<file path="config.mk">
export PLATFORM = sky130hd
export DESIGN_NAME = conv_requant_collector_flat
export DESIGN_NICKNAME = d
export VERILOG_FILES = /design/src/rtl/conv_requant_collector_if.sv /design/src/rtl/conv_requant_collector.sv /design/src/flat_wrapper.sv
export SDC_FILE = /design/constraint.sdc
export NUM_CORES = 1
export LEC_CHECK = 0
export ABC_AREA = 1
export BUFFER_PORTS_ARGS = -buffer_cell sky130_fd_sc_hd__buf_2
export CAP_MARGIN = 20
export CORE_ASPECT_RATIO = 0.8
export CORE_MARGIN = 5
export CORE_UTILIZATION = 50
export DETAILED_ROUTE_END_ITERATION = 7
export GPL_ROUTABILITY_DRIVEN = 1
export PLACE_DENSITY = 0.72
export SLEW_MARGIN = 5
export SYNTH_ARGS = -nofsm -noshare
export SYNTH_HDL_FRONTEND = slang
export SYNTH_SLANG_ARGS = --single-unit
</file>
<file path="constraint.sdc">
create_clock -name clk -period 4.8 [get_ports clk]
set_input_delay 0.48 -clock clk [delete_from_list [all_inputs] [get_ports clk]]
set_output_delay 0.48 -clock clk [all_outputs]
set_load 0.02 [all_outputs]
</file>
<file path="src/rtl/conv_requant_collector_if.sv">
// Stream bundle for conv_requant_collector: raw MAC samples in, requantized pixels out.
// The slave modport is the collector's view; master is the convolver/writer side.
interface conv_requant_collector_if #(
  parameter int MAC_W = 36,
  parameter int OUT_W = 16
);
  logic             mac_valid;
  logic [MAC_W-1:0] output_mac;
  logic [OUT_W-1:0] out_data;
  logic             out_valid;
  logic             out_ready;

  modport slave (
    input  mac_valid, output_mac, out_ready,
    output out_data, out_valid
  );

  modport master (
    output mac_valid, output_mac, out_ready,
    input  out_data, out_valid
  );
endinterface

</file>
<file path="src/rtl/conv_requant_collector.sv">
// Drops the two wrap-around columns per row, then rounds/shifts/saturates/ReLUs each window into a pixel.
// Input to FIFO write is 2 cycles; nothing stalls upstream, so a write into a full FIFO is dropped and flagged.
module conv_requant_collector #(
  parameter int MAC_W      = 36,
  parameter int OUT_W      = 16,
  parameter int ROW_W      = 10,
  parameter int FIFO_DEPTH = 8
) (
  input  logic             clk,
  input  logic             rst,
  input  logic             start,
  input  logic [ROW_W-1:0] row_length,
  input  logic [ROW_W-1:0] num_rows,
  input  logic [5:0]       shift,
  input  logic             relu_en,
  conv_requant_collector_if.slave bus,
  output logic             busy,
  output logic             frame_done,
  output logic             overflow
);
  localparam int T_W = MAC_W + 1;
  localparam int AW  = $clog2(FIFO_DEPTH);
  localparam logic [5:0] SHIFT_MAX = 6'(MAC_W - 1);
  localparam logic signed [T_W-1:0] SAT_MAX = T_W'((longint'(1) << (OUT_W - 1)) - 1);
  localparam logic signed [T_W-1:0] SAT_MIN = T_W'(-(longint'(1) << (OUT_W - 1)));
  localparam logic [AW:0] FIFO_FULL = (AW + 1)'(FIFO_DEPTH);

  typedef enum logic [1:0] {IDLE, RUN, DRAIN} state_e;

  state_e                  state_q, state_d;
  logic [ROW_W-1:0]        w_q, w_d, r_q, r_d, col_q, col_d, row_q, row_d;
  logic [5:0]              sh_q, sh_d;
  logic                    relu_q, relu_d;
  logic                    s1_vld_q, s1_vld_d, s2_vld_q, s2_vld_d;
  logic signed [T_W-1:0]   s1_dat_q, s1_dat_d;
  logic [OUT_W-1:0]        s2_dat_q, s2_dat_d;
  logic [OUT_W-1:0]        mem_q [FIFO_DEPTH];
  logic [OUT_W-1:0]        mem_d [FIFO_DEPTH];
  logic [AW-1:0]           wr_ptr_q, wr_ptr_d, rd_ptr_q, rd_ptr_d;
  logic [AW:0]             cnt_q, cnt_d;
  logic                    done_q, done_d, ovf_q, ovf_d;

  logic                    fifo_rd, fifo_wr, take;
  logic signed [T_W-1:0]   mac_ext, rnd, sum;

  always_comb begin
    state_d  = state_q;
    w_d      = w_q;
    r_d      = r_q;
    sh_d     = sh_q;
    relu_d   = relu_q;
    col_d    = col_q;
    row_d    = row_q;
    mem_d    = mem_q;
    wr_ptr_d = wr_ptr_q;
    rd_ptr_d = rd_ptr_q;
    ovf_d    = ovf_q;
    done_d   = 1'b0;
    take     = 1'b0;

    // Read is folded in before the write so a full FIFO can accept on the same edge it is read.
    fifo_rd = (cnt_q != '0) && bus.out_ready;
    fifo_wr = s2_vld_q && ((cnt_q != FIFO_FULL) || fifo_rd);
    if (s2_vld_q && !fifo_wr) ovf_d = 1'b1;
    if (fifo_wr) begin
      mem_d[wr_ptr_q] = s2_dat_q;
      wr_ptr_d        = wr_ptr_q + AW'(1);
    end
    if (fifo_rd) rd_ptr_d = rd_ptr_q + AW'(1);
    cnt_d = cnt_q + (AW + 1)'(fifo_wr) - (AW + 1)'(fifo_rd);

    case (state_q)
      IDLE: begin
        if (start) begin
          if (row_length >= ROW_W'(3) && num_rows != '0) begin
            state_d = RUN;
            w_d     = row_length;
            r_d     = num_rows;
            sh_d    = (shift > SHIFT_MAX) ? SHIFT_MAX : shift;
            relu_d  = relu_en;
            col_d   = '0;
            row_d   = '0;
            ovf_d   = 1'b0;
          end else begin
            done_d = 1'b1;
          end
        end
      end
      RUN: begin
        if (bus.mac_valid) begin
          take = (col_q <= w_q - ROW_W'(3));
          if (col_q == w_q - ROW_W'(1)) begin
            col_d = '0;
            row_d = row_q + ROW_W'(1);
            if (row_q == r_q - ROW_W'(1)) state_d = DRAIN;
          end else begin
            col_d = col_q + ROW_W'(1);
          end
        end
      end
      DRAIN: begin
        // Finish on the edge that empties the FIFO so frame_done lands right after the last read.
        if (!s1_vld_q && !s2_vld_q && cnt_d == '0) begin
          state_d = IDLE;
          done_d  = 1'b1;
        end
      end
      default: state_d = IDLE;
    endcase
  end

  always_comb begin
    mac_ext  = {bus.output_mac[MAC_W-1], bus.output_mac};
    rnd      = (sh_q == 6'd0) ? '0 : (T_W'(1) << (sh_q - 6'd1));
    sum      = mac_ext + rnd;
    s1_vld_d = take;
    s1_dat_d = sum >>> sh_q;

    s2_vld_d = s1_vld_q;
    if (relu_q && s1_dat_q[T_W-1]) s2_dat_d = '0;
    else if (s1_dat_q > SAT_MAX)   s2_dat_d = SAT_MAX[OUT_W-1:0];
    else if (s1_dat_q < SAT_MIN)   s2_dat_d = SAT_MIN[OUT_W-1:0];
    else                           s2_dat_d = s1_dat_q[OUT_W-1:0];
  end

  always_ff @(posedge clk or negedge rst) begin
    if (!rst) begin
      state_q  <= IDLE;
      w_q      <= '0;
      r_q      <= '0;
      sh_q     <= '0;
      relu_q   <= 1'b0;
      col_q    <= '0;
      row_q    <= '0;
      s1_vld_q <= 1'b0;
      s1_dat_q <= '0;
      s2_vld_q <= 1'b0;
      s2_dat_q <= '0;
      mem_q    <= '{default: '0};
      wr_ptr_q <= '0;
      rd_ptr_q <= '0;
      cnt_q    <= '0;
      done_q   <= 1'b0;
      ovf_q    <= 1'b0;
    end else begin
      state_q  <= state_d;
      w_q      <= w_d;
      r_q      <= r_d;
      sh_q     <= sh_d;
      relu_q   <= relu_d;
      col_q    <= col_d;
      row_q    <= row_d;
      s1_vld_q <= s1_vld_d;
      s1_dat_q <= s1_dat_d;
      s2_vld_q <= s2_vld_d;
      s2_dat_q <= s2_dat_d;
      mem_q    <= mem_d;
      wr_ptr_q <= wr_ptr_d;
      rd_ptr_q <= rd_ptr_d;
      cnt_q    <= cnt_d;
      done_q   <= done_d;
      ovf_q    <= ovf_d;
    end
  end

  assign bus.out_valid = (cnt_q != '0);
  assign bus.out_data  = (cnt_q != '0) ? mem_q[rd_ptr_q] : '0;
  assign busy          = (state_q != IDLE);
  assign frame_done    = done_q;
  assign overflow      = ovf_q;
endmodule

</file>
<file path="src/flat_wrapper.sv">
// flat-port wrapper written by rule: the top's interface ports become plain ports
module conv_requant_collector_flat 
#(
  parameter int MAC_W      = 36,
  parameter int OUT_W      = 16,
  parameter int ROW_W      = 10,
  parameter int FIFO_DEPTH = 8
)
  (clk, rst, start, row_length, num_rows, shift, relu_en, busy, frame_done, overflow, bus_mac_valid, bus_output_mac, bus_out_ready, bus_out_data, bus_out_valid);
  conv_requant_collector_if #(.MAC_W(MAC_W), .OUT_W(OUT_W)) bus_i ();
  input  logic clk;
  input  logic rst;
  input  logic start;
  input  logic [ROW_W-1:0] row_length;
  input  logic [ROW_W-1:0] num_rows;
  input  logic [5:0] shift;
  input  logic relu_en;
  output logic busy;
  output logic frame_done;
  output logic overflow;
  input wire logic [$bits(bus_i.mac_valid)-1:0] bus_mac_valid;
  input wire logic [$bits(bus_i.output_mac)-1:0] bus_output_mac;
  input wire logic [$bits(bus_i.out_ready)-1:0] bus_out_ready;
  output wire logic [$bits(bus_i.out_data)-1:0] bus_out_data;
  output wire logic [$bits(bus_i.out_valid)-1:0] bus_out_valid;
  assign bus_i.mac_valid = bus_mac_valid;
  assign bus_i.output_mac = bus_output_mac;
  assign bus_i.out_ready = bus_out_ready;
  assign bus_out_data = bus_i.out_data;
  assign bus_out_valid = bus_i.out_valid;
  conv_requant_collector #(.MAC_W(MAC_W), .OUT_W(OUT_W), .ROW_W(ROW_W), .FIFO_DEPTH(FIFO_DEPTH)) u_core (.clk(clk), .rst(rst), .start(start), .row_length(row_length), .num_rows(num_rows), .shift(shift), .relu_en(relu_en), .bus(bus_i), .busy(busy), .frame_done(frame_done), .overflow(overflow));
endmodule
</file>
Word-level counts from Yosys, hierarchy flattened. Index checks and enable logic that the tools add are counted.

Multiplexer cells: 37. Bitwise gates (word level): 2. Divide/modulo/power cells: 0. Order comparisons: 8. $add $sub $neg: 11. Reduce and logical (&&, ||, !) cells: 23. Equality and inequality tests: 11. $mul: 0. Shift-type cells: 2.

Operator list (number): 128-bit bitwise mux (1); 16-bit 2-to-1 mux (7); 10-bit 2-to-1 mux (6); 16-bit binary-select mux with 3-bit select (1); 16-bit demux with 3-bit select (1); 10-bit one-hot mux with 2 select lines (2); 36-bit by 37-bit adder with 37-bit output (1); 37-bit by 16-bit > comparator with 1-bit output (second input constant) (1); 37-bit by 16-bit less-than comparator with 1-bit output (second input constant) (1); 37-bit 2-to-1 mux (1); 1-bit by 6-bit left shift with 37-bit output (first input constant) (1); 37-bit by 6-bit >>> shifter with 37-bit output (1); 10-bit by 1-bit adder with 10-bit output (second input constant) (2); 10-bit == test (2); 10-bit by 1-bit subtractor with 10-bit output (second input constant) (2); 2-bit 2-to-1 mux (6); 10-bit by 2-bit >= comparator with 1-bit output (second input constant) (1); 10-bit <= comparator (1); 10-bit nonzero test (1); 10-bit by 2-bit subtractor with 10-bit output (second input constant) (1); 1-bit 2-to-1 mux (9); 4-bit >= comparator (second input constant) (2); 1-bit logical AND (8); 2-bit by 1-bit inequality test with 1-bit output (second input constant) (4); 25 further kinds (31).

Word-level logic and storage cells: 118. Memory bits (read-only): 0. Bits in latches: 0. Input bits: 68. Memories kept: 0. RAM bits: 0. Flip-flop bits (word level): 244. Output and inout port bits: 20.

Depth between registers and ports, before layout. Gate-level depths: netlist of the first run.

Depth in word-level cells: 10. Depth in mapped cells: 33. Depth with buffers taken out: 32.

Least setup slack after synthesis of the first run. OpenSTA, ideal clock, no wires.

Path type: register to register. Start: reg u_core.sh_q[1]. End: reg u_core.s1_dat_q[0]. Stages on the path, launching flop included: 27. Setup slack: 1.382 ns. Arrival: 3.301 ns. Path through: dfrtp_1 > buf_6 > nor2_4 > nand2_1 > nor2_2 > nand2_1 > nand2_2 > o21ai_0 > or2_2 > clkbuf_1 > nor3_1 > ha_1 > nand2_1 > inv_1 > nand2_1 > inv_1 > a21oi_1 > nand3_1 > or2_2 > nand3_1 > nand3_1 > nand3_1 > nand3_1 > nand3_1 > nand2_1 > inv_1 > nand2_1.

Longest elaborated chain between the ends: 5. Elaborated cells between the ends (all ways): 6.

RTL lines: from (decl) (RTL line conv_requant_collector.sv:32) `logic [5:0] sh_q, sh_d;`; from (signal assigned) (RTL line conv_requant_collector.sv:131) `sh_q <= '0;`; from (signal assigned) (RTL line conv_requant_collector.sv:149) `sh_q <= sh_d;`; 6-bit by 1-bit subtractor with 6-bit output (RTL line conv_requant_collector.sv:114) `rnd = (sh_q == 6'd0) ? '0 : (T_W'(1) << (sh_q - 6'd1));`; 1-bit by 6-bit left shift with 37-bit output (RTL line conv_requant_collector.sv:114); 37-bit 2-to-1 mux (RTL line conv_requant_collector.sv:114); 36-bit by 37-bit adder with 37-bit output (RTL line conv_requant_collector.sv:115) `sum = mac_ext + rnd;`; 37-bit by 6-bit >>> shifter with 37-bit output (*) (RTL line conv_requant_collector.sv:117) `s1_dat_d = sum >>> sh_q;`; via u_core.s1_dat_d[0] (RTL line conv_requant_collector.sv:35) `logic signed [T_W-1:0] s1_dat_q, s1_dat_d;`; to (signal assigned) (RTL line conv_requant_collector.sv:154) `s1_dat_q <= s1_dat_d;`; to (decl) (RTL line conv_requant_collector.sv:35).

The timed path passes the listed nets; every way through them passes the cells marked *. A chain may end at the register's enable or synchronous reset.

Worst setup path in the final report of the first run. Ends and elaborated chain as after synthesis.

==> results.txt, run 1 <==
* Run status: completed
- Antenna violations before repair: 1
* Arrival time of data at the critical path endpoint: a little under 5000 ps
- Pin placement for this block handled slightly below 90 I/O pins.
- Depth of the worst register-to-register path: 23
- Summing every instance area after synthesis gives 15900 sq um.
- Net Sw Power: ~0.0021 W
- 1st-iter DRT viols: about 2000
* Top cells by count, synth: 556 x nand2_1, 284 x nand3_1, 267 x o21ai_0
- For the worst setup path, the data required time is 5220 ps.
* Power density over cell area: 348 nW/um^2
* Unique masters post-synth: 46
- The worst setup path is launched from a flip-flop.
- Dividing the detail-routed wire length by the instance count gives 17.6 um.
* Slew at the pin with the worst max-slew slack: 958 ps
* Hold slack: 162 ps
* End of the worst hold path: u_core.r_q[2]
* Synth top area cells: dfrtp_1 38%, nand2_1 13%, nand3_1 8.9%, o21ai_0 8.4%, nor2_1 5.6%
* Final hold violations: 0
- Net count after synthesis: 2403
* Highest net fanout along the worst path: 6
* Root Buffer Master: clkbuf_16
* Classification of the worst-slack hold path: in2reg
- Proportion of power drawn by combinational gates: between 20% and 30%
- For this configuration, the core starts out at a cell density of slightly above 50%.
- Number of flops mapped to enable cells by yosys: 0
* Sequential element share of the synthesized area: about two fifths
- The die is roughly 170 um tall.
- Detailed placement HPWL: 35800 um
- From synthesis to final layout, the design area changed by 10.9%.
* Async S/R FF share, synth: 100%
* Row Count: 58
* Setup TNS Final: 0 ps
* Via count of the first global-routing pass: 14400
- Placement-stage worst setup slack: roughly 450 ps
- End of the worst register-to-register path: u_core.s1_dat_q[0]
- Among all flip-flop cells after synthesis, the most frequent one is dfrtp_1.
* DR pass1 iterations: 6
* Part of the power in registers: 36.1%
- Die Span X: 210 um
- Number of vias per cell after detailed routing: 5.67
* Largest buffer count on any clock path: 3
- Counting every sink on the clock net gives 244.
- Count of buffers added by post-CTS timing repair for setup: 0
- The synthesized design contains 244 register bits.
- Warning count from the yosys run: 0
- Routed Antenna Nets: 0
* Count of maximum capacitance violations: 0
- Routability-driven placement finished with a final weighted congestion of 0.993.
- Setup repair after global routing left no endpoint under its margin.
- Proportion of netlist area held by the largest area contributor: about two fifths
* Internal power: 0.00402 W
* Power, Total: 0.00616 W
- Critical path start-end classification: reg2reg
- Yosys top cell by area: dfrtp_1
* Normalized max-slew margin: 36.1%
- For this run, design rule violations remaining after detail routing come to 0.
- In the finished design, the share of the clock period the worst path needs comes to 94.8%.
* Cells after synthesis: 2274
* Vias after detailed routing: 15700
- Clock-pin slew was measured on the worst setup and hold paths at 70 ps.
- Counting instances, the worst hold path has a depth of 3.
- Final count of negative-setup-slack endpoints: 0
- Leak Pwr: 8.74 nW
- For this run, the post-layout net count is 2454.
- Share of final-layout standard cells stronger than drive strength 1: 8.45%
* Setup WS post-layout: 251 ps
* Most repeated cell in the gate-level netlist after synthesis: nand2_1
- GR Util All Layers: 27.0%
- IR analysis of the VDD net gives a maximum drop of between 0.2 and 0.3 mV.
* Ant diodes: 0
- Origin of the worst min-delay path: num_rows[2]
* Global route total overflow: 0
- Global-route wire length before repair: 78500 um
- Buffers inserted during clock tree synthesis total 25.
* Flop-to-flop setup slack: 250 ps
* Port Buffers: 87
* WL final: 48700 um
- Worst-case clock skew: 23.7 ps
- Avg Inst Size Synth: 7.01 sq um
- CTS tree: built
- Clock power share: 35.0%
- The core region is 31400 sq um.
* Launch point of the worst reg-to-reg path: u_core.sh_q[1]
- Max Transition Viols Final: 0
* Fin crit period: 4550 ps
- Entering global routing, the biggest net connects 110 pins.
- Clk_lat worst skew: around 550 ps
- The worst setup path is captured at a flip-flop.
- The floorplan step defined a die boundary enclosing 35600 sq um.
- Upper clock frequency limit: ~0.22 GHz
* Htree depth: 1
- Switching part of the total: 34.6%
[repair_timing]
item	CTS	global route
resized for setup	0	0
hold endpoints to repair	96	0
hold buffers	1	0
[worst max-delay path by stage]
stage | cells past startpoint | startpoint | endpoint | slack [ps]
2_1_floorplan | 26 | u_core.sh_q[1] | u_core.s1_dat_q[0] | 1380
3_3_place_gp | 23 | u_core.sh_q[1] | u_core.s1_dat_q[0] | 340
3_5_place_dp | 23 | u_core.sh_q[1] | u_core.s1_dat_q[0] | 450
4_1_cts | 23 | u_core.sh_q[1] | u_core.s1_dat_q[0] | 410
5_1_grt | 23 | u_core.sh_q[1] | u_core.s1_dat_q[26] | 20
6_report | 23 | u_core.sh_q[1] | u_core.s1_dat_q[0] | 250
[sequential cells by signal (all words and copies together), names as in the netlist]
register	count
u_core.mem_q	128
u_core.s1_dat_q	37
u_core.s2_dat_q	16
u_core.col_q	10
u_core.r_q	10
u_core.row_q	10
u_core.w_q	10
u_core.sh_q	6
u_core.cnt_q	4
u_core.rd_ptr_q	3
u_core.wr_ptr_q	3
u_core.state_q	2
u_core.frame_done	1
u_core.overflow	1
u_core.relu_q	1
u_core.s1_vld_q	1
u_core.s2_vld_q	1
[per-layer routing]
metal | global-route usage (%) | vias to the layer above | wire, um | part of all wire (%)
met5 | 0 | - | 0 | 0
met1 | 43.6 | 7327 | 24100 | 49
met4 | 4.71 | 0 | 820 | 1.7
met3 | 4.29 | 72 | 4030 | 8.3
li1 | - | 7633 | - | -
met2 | 38.2 | 649 | 19800 | 41
[power groups by stage]
stage / logic (W) / clock network (W) / registers, W
6_report: 0.00178 / 0.00215 / 0.00223
5_1_grt: 0.00200 / 0.00227 / 0.00224
4_1_cts: 0.00177 / 0.00220 / 0.00222
3_5_place_dp: 0.00177 / 0 / 0.00226
3_3_place_gp: 0.00174 / 0 / 0.00226
2_1_floorplan: 0.00121 / 0 / 0.00224
[layout by cell type, fill, tap and decap left out, types with 16 or more instances in the layout]
master	count
nor3_1	22
nor4_1	17
nor2_1	235
nand4_1	26
o21ai_0	267
nand3_1	284
buf_4	33
xnor2_1	16
inv_1	204
buf_2	86
nand2_1	556
dfrtp_1	243
o22ai_1	20
a31oi_1	26
xor2_1	54
clkbuf_16	25
ha_1	59
a21oi_1	58
[cell type report]
class,count,area (sq um)
sequential,244,6110
fill,3048,13700
tap,420,526
clock inverter,14,219
clock buffer,32,692
inverter,217,815
multi-input combinational,1715,8610
timing repair buffer,122,723
[metrics by stage]
step	util, %	cells	area (sq um)
2_1_floorplan	-	2274	15900
3_3_place_gp	53.4	2717	16800
3_5_place_dp	53.4	2717	16800
4_1_cts	56.3	2764	17700
5_1_grt	56.3	2764	17700
6_report	56.3	2764	17700
[critical path: stages (launching register included)]
cell and delay (ps):
dfrtp_1 410, nor2_4 170, nand2_1 80, nor2_2 110, nand2_1 100, nand2_2 100, o21ai_0 170, or2_2 370
nor4_1 390, ha_1 390, nand2_1 90, nand2_1 70, o21bai_1 190, a21oi_1 390, nand3_1 340, nor2_1 190
nand3b_1 150, nand3_1 100, nand3_1 180, nand3_1 130, nand3_1 120, nand2_1 70, inv_1 60, nand2_1 50
[kinds of logic after synthesis]
logic type / Yosys count / synth area share (%)
AND/OR/NAND/NOR: 1178 / 31.6
AO/OA/AOI/OAI: 405 / 13.6
buffers and inverters: 315 / 7.74
flip-flops: 244 / 38.3
XOR/XNOR: 70 / 3.84
adder cells (fa/ha/maj): 61 / 4.88
multiplexers: 1 / 0.0628
Note: power is estimated with default switching activity, not from simulation.
==> inputs of run 2 (changes only) <==
- ABC_AREA: 1 -> unset
==> run 2 against run 1 <==
Net effect:
- sequential power up 71%
- the run now ends with hold timing left
- clock power shrank 9.3%
- final cell count is 15% lower
- synthesized cell count down 20%
- combinational power rose to 3.9 times the previous value
- via count decreased by 3.4%
- sequential cell count stayed put
- core utilization increased by 1.0 points
- final area increased by 9.0%
- fmax is 2.7% lower
- power is 110% higher
- critical path type unchanged
- largest cell class unchanged
- clock-buffer cell count up 5
- critical endpoint is now u_core.s1_dat_q[19]
==> results.txt, run 2 <==
* Maximum cell stage delay along the critical path: 550 ps (+140 ps)
* Die Span X: 217 um (+3.3%)
- Cell type with the highest occurrence count on the critical path: nor2_1
- Avg Inst Size Synth: 9.39 sq um (+34%)
* Top cells by count, synth: 244 x dfrtp_1, 199 x nor2_1, 194 x nand2_1
* Library cell contributing the largest single delay on the critical path: mux4_2
- Arrival time of data at the critical path endpoint: 5070 ps (+100 ps)
* Most frequent cells in the layout: 240 x dfrtp_1, 196 x nor2_1, 194 x nand2_1
- TritonCTS built the clock tree.
* Buf+Inv Stages, Crit Path: 2 (+1)
- Row Count: 60 (+3.4%)
- Upper clock frequency limit: 0.214 GHz (-2.7%)
- The area fraction of the dominant cell type after synthesis is 35.8% (-2.5 points).
* CTS sink count: 244 (unchanged)
- The height of the die came to 175 um (+3.2%).
- Via count of the first global-routing pass: 14800 (+2.5%)
* Clk_lat worst skew: 520 ps (-30 ps)
- Critical path start-end classification: reg2reg
- Number of CTS-inserted buffers: 24 (-4.0%)
* VDD IR-drop max: 0.260 mV (-4.9%)
- Top Registers: u_core.mem_q (128), u_core.s1_dat_q (37), u_core.s2_dat_q (16)
- Required time worst endpoint: 5190 ps (-30 ps)
* Htree depth: 1 (unchanged)
- Synth top area cells: dfrtp_1 36%, mux2_2 9.1%, mux4_2 5.7%, nor2_1 4.4%, ha_1 4.3%
- The max-slew violation total from the final report came to 0 (unchanged).
- Nature of the critical path startpoint: flip-flop
* Async S/R FF share, synth: 100% (unchanged)
* Number of vias per cell after detailed routing: 6.41 (+13%)
- Clock-pin slew on the worst setup and hold paths: 60 ps (about the same)
- The synthesized design spends more area on one cell type than any other, namely dfrtp_1.
- Synth Register Bits: 244 (unchanged)
- Power density over cell area: 658 nW/um^2 (+89%)
* Initial Util: 50.7% (about the same)
* Core ar.: 33600 sq um (+7.0%)
- The layout cell share with drive strength beyond 1 came to 24.3% (+16 points).
* Number of flip-flops in the largest register: 128 (unchanged)
* Antenna violations before repair: 0 (-1)
- The final clock period utilization by the worst path came to 97.4% (+2.6 points).
- Global route total overflow: 0 (unchanged)
- Walking the worst path, the cells encountered are inv_1, nor2_1, nand2_1, nor2_1, ha_1, buf_4, a21oi_1, o21ai_1, a21o_1, and3_1, a221o_1, or2_0, mux4_2, nand3_1, o211ai_1, a221oi_1.
* Netlist Area Pre-Place: 17100 sq um (+7.0%)
- Classification of the worst-slack hold path: in2async
- The placed standard-cell area is 18300 sq um (+9.1%).
- The number of distinct library cells after synthesis was 97 (+110%).
- The final critical delay including setup and external delays came to 4680 ps (+127 ps).
- The number of nets in the final layout was 2042 (-17%).
* Register with the most flip-flops: u_core.mem_q
- The number of instances in the synthesized netlist was 1816 (-20%).
* Largest buffer count on any clock path: 3 (unchanged)
* Count of maximum capacitance violations: 0 (unchanged)
- Post-route DRC violation count: 0 (unchanged)
* Leading cell type in the layout, fill and taps excluded: dfrtp_1
- The first-pass GRT wire length is 84400 um (+7.5%).
- Among cell families on the critical path, the largest total delay comes from compound AO/OA/AOI/OAI gates.
* 1st-iter DRT viols: 1715 (-12%)
* Number of I/O pins: 88 (unchanged)
- Finished layout cell area: 19300 sq um (+9.0%)
* Sequential element share of the synthesized area: 35.8% (-2.5 points)
- Final count of negative-setup-slack endpoints: 0 (unchanged)
- CTS placed an instance of clkbuf_16 at the clock tree root.
* Routed Antenna Nets: 0 (unchanged)
* DR pass1 iterations: 6 (unchanged)
- Run status: finished with violations
- The smallest hold slack came to -33.8 ps (-195 ps).
- Yosys instantiated no cell more often than dfrtp_1.
* Final hold violations: 7 (+7)
- Vias after detailed routing: 15100 (-3.4%)
- The largest net degree at the start of global routing was 130 (+18%).
- Slew at the pin with the worst max-slew slack: 1110 ps (+148 ps)
- Worst-case clock skew: 21.9 ps (-1.87 ps)
* Detailed placement HPWL: 40000 um (+12%)
- GR Util All Layers: 27.5% (+0.58 points)
- WL final: 53200 um (+9.2%)
- The number of flops mapped to enable cells by yosys is 0 (unchanged).
- Kind of end point of the critical path: flip-flop
- Power, Total: 0.0127 W (+110%)
* Wire per inst: 22.5 um (+28%)
- Violated checks: hold timing
- The final setup TNS is 0 ps (unchanged).
- Highest net fanout along the worst path: 12 (+6)
- Final weighted congestion in routability-driven placement: 1.09 (+9.6%)
- Warning count from the yosys run: 0 (unchanged)
* Ant diodes: 0 (unchanged)
- Area growth from synthesis to final layout: 13.0%
- Prevailing post-synth register cell: dfrtp_1
- Normalized max-slew margin: 26.1% (-10 points)
* Leak Pwr: 8.55 nW (-2.2%)
* Port Buffers: 87 (unchanged)
- The synthesized net count is 1945 (-19%).
* Die Area: 37900 sq um (+6.6%)
-- run 2: cell count changes after synthesis, sizes merged, moves of 28 or more --
cell	previous run	this run
a21oi	58	91
inv	215	36
mux2	0	138
mux2i	1	38
mux4	0	43
nand2	562	194
nand3	284	44
nor2	244	199
o21ai	273	93
or3	0	28
-- run 2: final cells by class --
class	count	area [sq um]
repair buffers	185	1210
flip-flops and latches	244	6110
multi-input cells	1420	10400
clock inverters	5	77.6
clock buffers	37	751
fillers	2922	14400
inverters	38	143
well taps	434	543
-- run 2: final timing paths --
kind / endpoint / slack (ps) / startpoint / cells past startpoint
max in group asynchronous: u_core.mem_q[126] / 3650 / rst / 2
min: u_core.w_q[0] / -30 / rst / 1
max reg2reg: u_core.s1_dat_q[19] / 120 / u_core.sh_q[2] / 16
max: u_core.s1_dat_q[19] / 120 / u_core.sh_q[2] / 16
min reg2reg: u_core.s2_vld_q / 430 / u_core.s1_vld_q / 0
min in group clk: u_core.r_q[7] / 170 / num_rows[7] / 3
-- run 2: routing by layer --
layer  up-vias  track usage, %  wire length, um
met5         -               0                0
met3        71            8.45             5900
met1      7377            40.8            23900
li1       6926               -                -
met2       768            40.7            22600
met4         0            4.16              793
-- run 2: logic make-up (layout without fill, tap and decap cells) --
logic type      after synthesis  count (layout)  synth area share (%)
simple gates                651             651                  18.3
compound gates              411             411                  16.6
flops                       244             244                  35.8
mux                         219             219                  17.1
buf+inv                     152             265                  3.62
xor+xnor                     78              78                  4.00
fa+ha+maj                    61              61                  4.56
-- run 2: metrics by stage --
step / std cells / hold WS, ps / utilization, % / worst slack, ps
floorplan: 1816 / 184 / - / 417
global placement: 2315 / 408 / 54.4 / 62.7
detailed placement: 2315 / 409 / 54.4 / 94.7
CTS: 2357 / 20.4 / 56.9 / 78.5
global route: 2363 / 36.4 / 57.3 / -25.1
finish: 2363 / -33.8 / 57.3 / 124
-- run 2: worst reg2reg max path, stage by stage, from the launching register on --
cell and delay, ps:
dfrtp_2 460, inv_1 170, nor2_1 260, nand2_1 240, nor2_1 170, ha_1 290
buf_4 200, a21oi_1 250, o21ai_1 200, a21o_1 320, and3_1 210, a221o_1 270
or2_0 270, mux4_2 550, nand3_1 120, o211ai_1 230, a221oi_1 360
-- run 2: what timing repair did --
item,4_1_cts,5_1_grt
setup endpoints to repair,0,32
endpoints found under the hold margin,0,0
buffers inserted,0,4
gates resized for setup,0,20
hold buffers,0,0
-- run 2: power by group --
part | internal, W | total [W] | switching [W] | leakage, nW
clock | 0.00118 | 0.00195 | 0.000770 | 0.407
combinational | 0.00297 | 0.00691 | 0.00394 | 5.07
sequential | 0.00293 | 0.00381 | 0.000879 | 3.07
